==> src/rtl/i2s_audio_tx.sv <==
// i2s_audio_tx: FIFO-buffered 16-bit stereo Philips I2S transmitter.
// Define I2S_HOLD_LAST_EN to repeat the last popped pair on underrun.
module i2s_audio_tx #(
   parameter int  CLK_HZ     = 28542800,
   parameter int  SAMPLE_HZ  = 24000,
   parameter int  FIFO_DEPTH = 4,
   parameter int  HALF_DIV   = CLK_HZ / (SAMPLE_HZ * 64),
   localparam int LW         = $clog2(FIFO_DEPTH) + 1
) (
   input  logic          clk,
   input  logic          pll_lock,
   input  logic          s_valid,
   output logic          s_ready,
   input  logic [15:0]   s_left,
   input  logic [15:0]   s_right,
   input  logic          mute,
   output logic          hp_bck,
   output logic          hp_ws,
   output logic          hp_din,
   output logic          underrun,
   output logic [LW-1:0] fifo_level
);

   localparam int PW = $clog2(FIFO_DEPTH);
   localparam int CW = $clog2(HALF_DIV);

   if (HALF_DIV < 2) begin : g_bad_div
      $error("i2s_audio_tx: HALF_DIV must be >= 2");
   end
   if (FIFO_DEPTH < 2 || FIFO_DEPTH > 16 ||
       (1 << PW) != FIFO_DEPTH) begin : g_bad_depth
      $error("i2s_audio_tx: FIFO_DEPTH must be a power of two in 2..16");
   end

   logic [CW-1:0] div_cnt;
   logic          div_tc;
   logic          fall_tick;
   logic [4:0]    bit_cnt;
   logic [4:0]    bit_nxt;
   logic [31:0]   shreg;
   logic          active;
   logic          full;
   logic          empty;
   logic          push;
   logic          pop;
   logic          load;
   logic [PW-1:0] wr_ptr;
   logic [PW-1:0] rd_ptr;
   logic [31:0]   mem [FIFO_DEPTH];
   logic [31:0]   pair_out;
   logic [31:0]   idle_data;
   logic [31:0]   frame_data;

   assign div_tc    = div_cnt == CW'(HALF_DIV - 1);
   assign fall_tick = div_tc && hp_bck;
   assign bit_nxt   = bit_cnt + 5'd1;
   assign load      = fall_tick && (bit_cnt == 5'd31);

   assign full     = fifo_level == LW'(FIFO_DEPTH);
   assign empty    = fifo_level == '0;
   assign s_ready  = active && !full;
   assign push     = s_valid && s_ready;
   assign pop      = load && !empty;
   assign pair_out = mem[rd_ptr];

`ifdef I2S_HOLD_LAST_EN
   logic [31:0] hold_q;

   always_ff @(posedge clk or negedge pll_lock) begin
      if (!pll_lock) begin
         hold_q <= '0;
      end else if (pop) begin
         hold_q <= pair_out;
      end
   end

   assign idle_data = hold_q;
`else
   assign idle_data = '0;
`endif

   assign frame_data = mute  ? '0 :
                       empty ? idle_data : pair_out;

   // Storage carries no reset; only pointers and level define contents.
   always_ff @(posedge clk) begin
      if (push) begin
         mem[wr_ptr] <= {s_left, s_right};
      end
   end

   always_ff @(posedge clk or negedge pll_lock) begin
      if (!pll_lock) begin
         active     <= 1'b0;
         div_cnt    <= '0;
         hp_bck     <= 1'b0;
         hp_ws      <= 1'b0;
         hp_din     <= 1'b0;
         underrun   <= 1'b0;
         bit_cnt    <= 5'd31;
         shreg      <= '0;
         wr_ptr     <= '0;
         rd_ptr     <= '0;
         fifo_level <= '0;
      end else begin
         active   <= 1'b1;
         div_cnt  <= div_tc ? '0 : div_cnt + 1'b1;
         underrun <= load && empty;
         if (div_tc) begin
            hp_bck <= !hp_bck;
         end
         // One-bit delay: the old LSB goes out while the new frame loads.
         if (fall_tick) begin
            bit_cnt <= bit_nxt;
            hp_ws   <= bit_nxt[4];
            if (load) begin
               hp_din <= shreg[0];
               shreg  <= frame_data;
            end else begin
               hp_din <= shreg[5'd0 - bit_nxt];
            end
         end
         if (push) begin
            wr_ptr <= wr_ptr + 1'b1;
         end
         if (pop) begin
            rd_ptr <= rd_ptr + 1'b1;
         end
         fifo_level <= fifo_level + LW'(push) - LW'(pop);
      end
   end

endmodule
==> config.mk <==
export PLATFORM = sky130hd
export DESIGN_NAME = i2s_audio_tx
export DESIGN_NICKNAME = d
export VERILOG_FILES = /design/src/rtl/i2s_audio_tx.sv
export SDC_FILE = /design/constraint.sdc
export NUM_CORES = 1
export LEC_CHECK = 0
export CORE_ASPECT_RATIO = 0.8
export CORE_UTILIZATION = 61
export CTS_BUF_LIST = sky130_fd_sc_hd__clkbuf_8
export CTS_CLUSTER_SIZE = 24
export DETAILED_ROUTE_END_ITERATION = 16
export MAX_ROUTING_LAYER = met4
export PLACE_DENSITY = 0.93
export SKIP_CTS_REPAIR_TIMING = 1
export SYNTH_ARGS = -nofsm -noshare
export SYNTH_HDL_FRONTEND = slang
export SYNTH_SLANG_ARGS = --single-unit
==> constraint.sdc <==
create_clock -name clk -period 3 [get_ports clk]
set_input_delay 0.45 -clock clk [delete_from_list [all_inputs] [get_ports clk]]
set_output_delay 0.45 -clock clk [all_outputs]
set_load 0.02 [all_outputs]
== Word-level counts from Yosys, hierarchy flattened ==
Memories as Yosys holds them, arrays and structs flattened.
Cells that the tools add are included.

* Flip-flop bits (word level): 54
* Memory bits (writable): 128
* Input bits: 36
* Output and inout port bits: 8
* Word-level logic and storage cells: 42
* Memories kept: 1

* Add/sub/neg operators: 7
* $lt $le $gt $ge: 1
* Equality and inequality tests: 3
* Muxes and demuxes: 8
* Reductions and logical operators: 11

{| class="wikitable"
|+ Memories
! name !! depth !! width !! read ports !! clocked after Yosys merged registers in !! wr ports !! line !! RTL
|-
| mem || 4 || 32 || 1 || 0 || 1 || 49 || <nowiki>logic [31:0] mem [FIFO_DEPTH];</nowiki>
|}

{| class="wikitable"
|+ Operator list
! kind !! count
|-
| 32-bit two-way mux || 2
|-
| 5-bit by 1-bit adder with 5-bit output, second input constant || 2
|-
| 5-bit == test, second input constant || 2
|-
| 1-bit logical AND || 6
|-
| 5-bit by 6-bit less-than comparator with 1-bit output, second input constant || 1
|-
| 1-bit binary-select mux with 5-bit select || 1
|-
| 5-bit two-way mux || 1
|-
| 1-bit by 5-bit subtractor with 5-bit output, first input constant || 1
|-
| 2-bit by 1-bit adder with 2-bit output, second input constant || 2
|-
| 1-bit two-way mux || 4
|-
| 3-bit by 1-bit adder with 3-bit output || 1
|-
| 3-bit == test, second input constant || 1
|-
| 1-bit zero test || 3
|-
| 3-bit zero test || 1
|-
| 3-bit by 1-bit subtractor with 3-bit output || 1
|-
| 2-bit AND reduction || 1
|}

== Logic depth before layout (Yosys ltp) ==
Gate-level depths: netlist (run 1).

* Depth after elaboration: 6
* Gate-level depth with buffers: 11
* Mapped depth without buffers: 11

== Worst setup path before layout (run 1) ==
OpenSTA, ideal clock, no wires.

* Kind: reg-to-reg
* Start: reg fifo_level[1]
* End: reg fifo_level[2]
* Setup time: 0.123 ns
* Arrival time: 2.562 ns
* Required time: 2.877 ns
* Setup slack: 0.315 ns
* Cell stages (with the launch flop): 10
* Path buffers: 0
* Period minus slack after synthesis: 2.685 ns
* Path through: dfrtp_1 -> nor2_1 -> a21boi_0 -> and2_1 -> inv_1 -> ha_1 -> inv_1 -> ha_1 -> fa_1 -> xnor2_1

* Cells in the longest elaborated chain, start to end: 6
* Elaborated cells between the ends (all ways): 9
* Classes of those cells: add/sub (2); eq/ne (1); reduce/logical (6)

{| class="wikitable"
|+ Ends and longest elaborated chain
! what !! line !! RTL
|-
| start, declared || 21 || <nowiki>output logic [LW-1:0] fifo_level</nowiki>
|-
| start signal, assigned || 129 || <nowiki>fifo_level <= fifo_level + LW'(push) - LW'(pop);</nowiki>
|-
| 3-bit == test || 59 || <nowiki>assign full = fifo_level == LW'(FIFO_DEPTH);</nowiki>
|-
| 1-bit zero test || 61 || <nowiki>assign s_ready = active && !full;</nowiki>
|-
| 1-bit logical AND || 61 ||
|-
| net s_ready || 13 || <nowiki>output logic s_ready,</nowiki>
|-
| 1-bit logical AND || 62 || <nowiki>assign push = s_valid && s_ready;</nowiki>
|-
| 3-bit by 1-bit adder with 3-bit output || 129 ||
|-
| 3-bit by 1-bit subtractor with 3-bit output || 129 ||
|}

The timed path passes the listed nets, and every way through them passes these cells.
A chain may end at the register's enable or synchronous reset.

== Final worst setup path (run 1) ==
* Start: reg bit_cnt[1]
* End: reg hp_din

* Cells in the longest elaborated chain, start to end: 5
* Elaborated cells between the ends (all ways): 7
* Classes of those cells: add/sub (2); eq/ne (1); mux (3); reduce/logical (1)

{| class="wikitable"
|+ Ends and longest elaborated chain
! what !! line !! RTL
|-
| start, declared || 38 || <nowiki>logic [4:0] bit_cnt;</nowiki>
|-
| start signal, assigned || 114 || <nowiki>bit_cnt <= bit_nxt;</nowiki>
|-
| 5-bit by 1-bit adder with 5-bit output || 56 || <nowiki>assign bit_nxt = bit_cnt + 5'd1;</nowiki>
|-
| net bit_nxt[1] || 39 || <nowiki>logic [4:0] bit_nxt;</nowiki>
|-
| 1-bit by 5-bit subtractor with 5-bit output || 120 || <nowiki>hp_din <= shreg[5'd0 - bit_nxt];</nowiki>
|-
| 1-bit binary-select mux with 5-bit select || 120 ||
|-
| 1-bit two-way mux (implied by the code) || 120 ||
|-
| 1-bit two-way mux || 116 || <nowiki>if (load) begin</nowiki>
|-
| end signal, assigned || 117 || <nowiki>hp_din <= shreg[0];</nowiki>
|-
| end signal, assigned || 120 ||
|-
| end, declared || 19 || <nowiki>output logic hp_din,</nowiki>
|}

The timed path passes the listed nets, and every way through them passes these cells. The select of a mux whose other input is x is not followed.

==> qor_table.md, run 1 <==
| Item | This run | Unit |
| --- | --- | --- |
| Clock input transition at the sequential cells of the worst setup and hold paths | 90 | ps |
| Core area | 11500 | um2 |
| Setup tns final | 0 | ps |
| Chip Width | 123 | um |
| Per-instance average area after synthesis | 19.4 | um2 |
| Leakage dissipation | 2.95 | nW |
| Number of flops mapped to enable cells by yosys | 128 | - |
| Starting density of the core | 0.626 | - |
| Pre-CTS setup slack | 331 | ps |
| Post-synth design cell area | 7190 | um2 |
| Final hold violations | 0 | - |
| Detailed Place HPWL | 7.55 | mm |
| Power density over the cells | 607 | nW/um2 |
| Post-synthesis adder-cell area fraction | 0.0219 | - |
| Count of clock tree sinks | 182 | - |
| Endpoint type of the worst setup path | register | - |
| Share of the clock period used by the worst path | 0.922 | - |
| Signed area change from the synthesized netlist to the final layout | 13.8 | % |
| Number of buffers between clock root and the deepest sink | 2 | - |
| Post-synthesis mux area share | 0.130 | - |
| Maximum capacitance violations | 0 | - |
| Post-route minimum period | 2770 | ps |
| Worst slew pin tran | 842 | ps |
| Critical Path RT | 3340 | ps |
| Area share of and/or/nand/nor cells after synthesis | 0.0360 | - |
| Share of the synthesized netlist area taken by xor and xnor gates | 0.0171 | - |
| Via density per instance | 6.04 | - |
| Multi-input gate area in the final layout | 1880 | um2 |
| CTS root buf | sky130_fd_sc_hd__clkbuf_8 | - |
| Run status | complete, no violations | - |
| Combinational family with the most area after synthesis | multiplexers | - |
| RSZ-0062 raised after global routing | false | - |
| DR pass1 iterations | 4 | - |
| Launch instance of the worst register-to-register path | bit_cnt[1]$_DFFE_PN1P_ | - |
| R2r setup slk | 230 | ps |
| Post-Syn Nets | 419 | - |
| Number of antenna violations at the first check in global routing | 0 | - |
| Total via count after detailed routing | 3553 | - |
| Maximum number of pins on one net before global-route repair | 36 | - |
| Core Rows | 35 | - |
| Setup slack after layout | 233 | ps |
| Vias in the first global route | 3765 | - |
| Relative max-transition margin | 0.439 | - |
| Remaining Overflow, GRT | 0 | - |
| Die area | 12200 | um2 |
| Worst Path Max Fanout | 12 | - |
| Top FF cell, synth | sky130_fd_sc_hd__edfxtp_1 | - |
| Synth warnings | 0 | - |
| Register bit total from synthesis | 182 | - |
| Number of instances in the synthesized netlist | 371 | - |
| Clk_skew | 13.8 | ps |
| Ant. Diodes | 0 | - |
| Final setup violation count | 0 | - |
| Async SR Flop Fraction | 0.297 | - |
| Final routed wirelength across all metal layers | 12.1 | mm |
| Capture instance of the worst register-to-register path | hp_din$_DFFE_PN0P_ | - |
| Type of the tightest min-delay check | in -> async | - |
| Count of unresolved DRC violations after routing | 0 | - |
| Global-route usage over all layers | 0.234 | - |
| Sequential-to-total area share from yosys stat | 0.724 | - |
| NumNets Final | 475 | - |
| I/O pin cnt | 44 | - |
| Compound-Gate Fraction of Synth Area | 0.0554 | - |
| Post-route antenna net violation count | 0 | - |
| Highest achievable clock rate | 361 | MHz |
| Share of layout cells above drive strength 1 | 0.218 | - |
| Vertical extent of the die | 99.1 | um |
| Count of H-tree levels built during CTS | 4 | - |
| Critical Setup Path Class | reg -> reg | - |
| Worst setup endpoint | hp_din$_DFFE_PN0P_ | - |
| First-pass GRT wire length | 19.8 | mm |
| VDD IR-drop max | 0.000646 | V |
| Critical path startpoint category | register | - |
| Count of cells along the worst register-to-register path | 8 | - |
| Clk Latency, worst-skew pair | 460 | ps |
| Final estimated routing congestion in global placement | 0.828 | - |
| FF+latch area | 5200 | um2 |
| Arr. time, crit path | 3110 | ps |
| CTS tree | done | - |
| Number of CTS-inserted buffers | 17 | - |
| Average detailed-routed wire length per instance | 20.6 | um |
| Distinct cells, synth | 48 | - |
| Number of fill cells | 701 | - |
| Final max-slew violation count | 0 | - |
| IO buf count | 43 | - |
| DR iter-0 viols | 303 | - |
| Startpoint of the worst setup timing path | bit_cnt[1]$_DFFE_PN1P_ | - |
==> layout make-up <==
type,instances,share of cell area
timing repair buffer,54,0.0636
inverter,7,0.00321
clock buffer,18,0.0303
multi-input combinational,165,0.230
tap,148,0.0226
sequential,182,0.636
clock inverter,14,0.0139
==> metal layers <==
metal,part of all wire,vias up,wire [um],global-route usage
met3,0.043,14,518,0.0619
met5,0,-,0,-
met1,0.43,1860,5220,0.308
met4,0.010,0,124,0.0797
met2,0.52,87,6240,0.361
li1,-,1592,-,-
==> through the flow <==
stage          std cells  instance area (um2)  power, mW  hold WS, ps   util
6_report             588                 8180       4.97         69.2  0.713
5_1_grt              588                 8180       5.17          106  0.713
4_1_cts              588                 8180       5.01         77.5  0.713
3_5_place_dp         556                 7820       3.53          455  0.681
3_3_place_gp         556                 7820       3.48          451  0.681
2_1_floorplan        371                 7190       3.28          154      -
==> Yosys cell counts (2+ instances only) <==
cell                       instances  area share
sky130_fd_sc_hd__dfrtp_1          49        0.17
sky130_fd_sc_hd__a22o_1           32       0.039
sky130_fd_sc_hd__nor2b_1           2      0.0017
sky130_fd_sc_hd__a21boi_0          2      0.0021
sky130_fd_sc_hd__dfstp_2           5       0.018
sky130_fd_sc_hd__clkbuf_1         10      0.0052
sky130_fd_sc_hd__o21ai_0           3      0.0021
sky130_fd_sc_hd__and2_1            2      0.0017
sky130_fd_sc_hd__nand2_1          14      0.0073
sky130_fd_sc_hd__nand3_1           2      0.0014
sky130_fd_sc_hd__buf_2             4      0.0028
sky130_fd_sc_hd__ha_1             11       0.019
sky130_fd_sc_hd__nand2b_1          2      0.0017
sky130_fd_sc_hd__and3_1            4      0.0035
sky130_fd_sc_hd__xnor2_1          10       0.012
sky130_fd_sc_hd__a21oi_1           4      0.0028
sky130_fd_sc_hd__mux4_2           40        0.13
sky130_fd_sc_hd__nor2_1            7      0.0037
sky130_fd_sc_hd__nor3_1            3      0.0021
sky130_fd_sc_hd__xor2_1            4      0.0049
sky130_fd_sc_hd__inv_1             7      0.0037
sky130_fd_sc_hd__edfxtp_1        128        0.53
==> critical path, stage by stage, from the launching register on <==
cell	delay, ps
sky130_fd_sc_hd__dfstp_2	610
sky130_fd_sc_hd__ha_1	430
sky130_fd_sc_hd__nor2b_1	250
sky130_fd_sc_hd__o21ai_0	120
sky130_fd_sc_hd__o211ai_2	290
sky130_fd_sc_hd__and2b_1	230
sky130_fd_sc_hd__a2111oi_0	450
sky130_fd_sc_hd__a2111o_1	210
sky130_fd_sc_hd__a21oi_2	60
==> placed cells by master, fill, tap and decap left out, types with 5 or more instances in the layout <==
cell type                           n
sky130_fd_sc_hd__edfxtp_1         128
sky130_fd_sc_hd__clkbuf_8          18
sky130_fd_sc_hd__buf_4             10
sky130_fd_sc_hd__xnor2_1           10
sky130_fd_sc_hd__clkdlybuf4s50_1   42
sky130_fd_sc_hd__dfrtp_1           48
sky130_fd_sc_hd__inv_1              9
sky130_fd_sc_hd__a22o_1            32
sky130_fd_sc_hd__nor2_1             7
sky130_fd_sc_hd__dfstp_2            5
sky130_fd_sc_hd__nand2_1           14
sky130_fd_sc_hd__mux4_2            40
sky130_fd_sc_hd__ha_1              11
==> power breakdown <==
part           internal (mW)  switching [mW]  total (mW)  leakage [nW]
logic                  0.192           0.274       0.466         0.894
clock network          0.671           0.834        1.51         0.184
registers               2.92          0.0723        3.00          1.87
total                   3.79            1.18        4.97          2.95
==> worst min path at each step <==
stage,start,endpoint
after floorplan,pll_lock,active$_DFF_PN0_
after global placement,bit_cnt[4]$_DFFE_PN1P_,bit_cnt[4]$_DFFE_PN1P_
after detailed placement,bit_cnt[4]$_DFFE_PN1P_,bit_cnt[4]$_DFFE_PN1P_
after CTS,pll_lock,underrun$_DFF_PN0_
after global routing,pll_lock,active$_DFF_PN0_
final,pll_lock,fifo_level[2]$_DFF_PN0_
==> sequential cells by signal, indices dropped and copies added, names as in the netlist <==
signal and count:
hp_ws 1, underrun 1, bit_cnt 5, hp_din 1
div_cnt 5, wr_ptr 2, rd_ptr 2, active 1
fifo_level 3, mem 128, hp_bck 1, shreg 32
==> cells by family (layout without fill, tap and decap cells) <==
kind of cell | count (synthesis) | count (layout)
adders and majority gates | 12 | 12
muxes | 43 | 43
AOI/OAI and AO/OA | 48 | 48
xor gates and xnor gates | 14 | 14
and+or+nand+nor | 47 | 47
buffers and inverters | 24 | 93
other | 1 | 1
DFF | 182 | 182
Power figures use the tool's default switching activity.
==> inputs of run 2 (changes only) <==
--- a/config.mk
+++ b/config.mk
@@ -5,6 +5,7 @@
 export SDC_FILE = /design/constraint.sdc
 export NUM_CORES = 1
 export LEC_CHECK = 0
+export CAP_MARGIN = 0
 export CORE_ASPECT_RATIO = 0.8
 export CORE_UTILIZATION = 61
 export CTS_BUF_LIST = sky130_fd_sc_hd__clkbuf_8
==> results of run 2 <==
The final DEF is identical to that of run 1; final timing and power are the same.
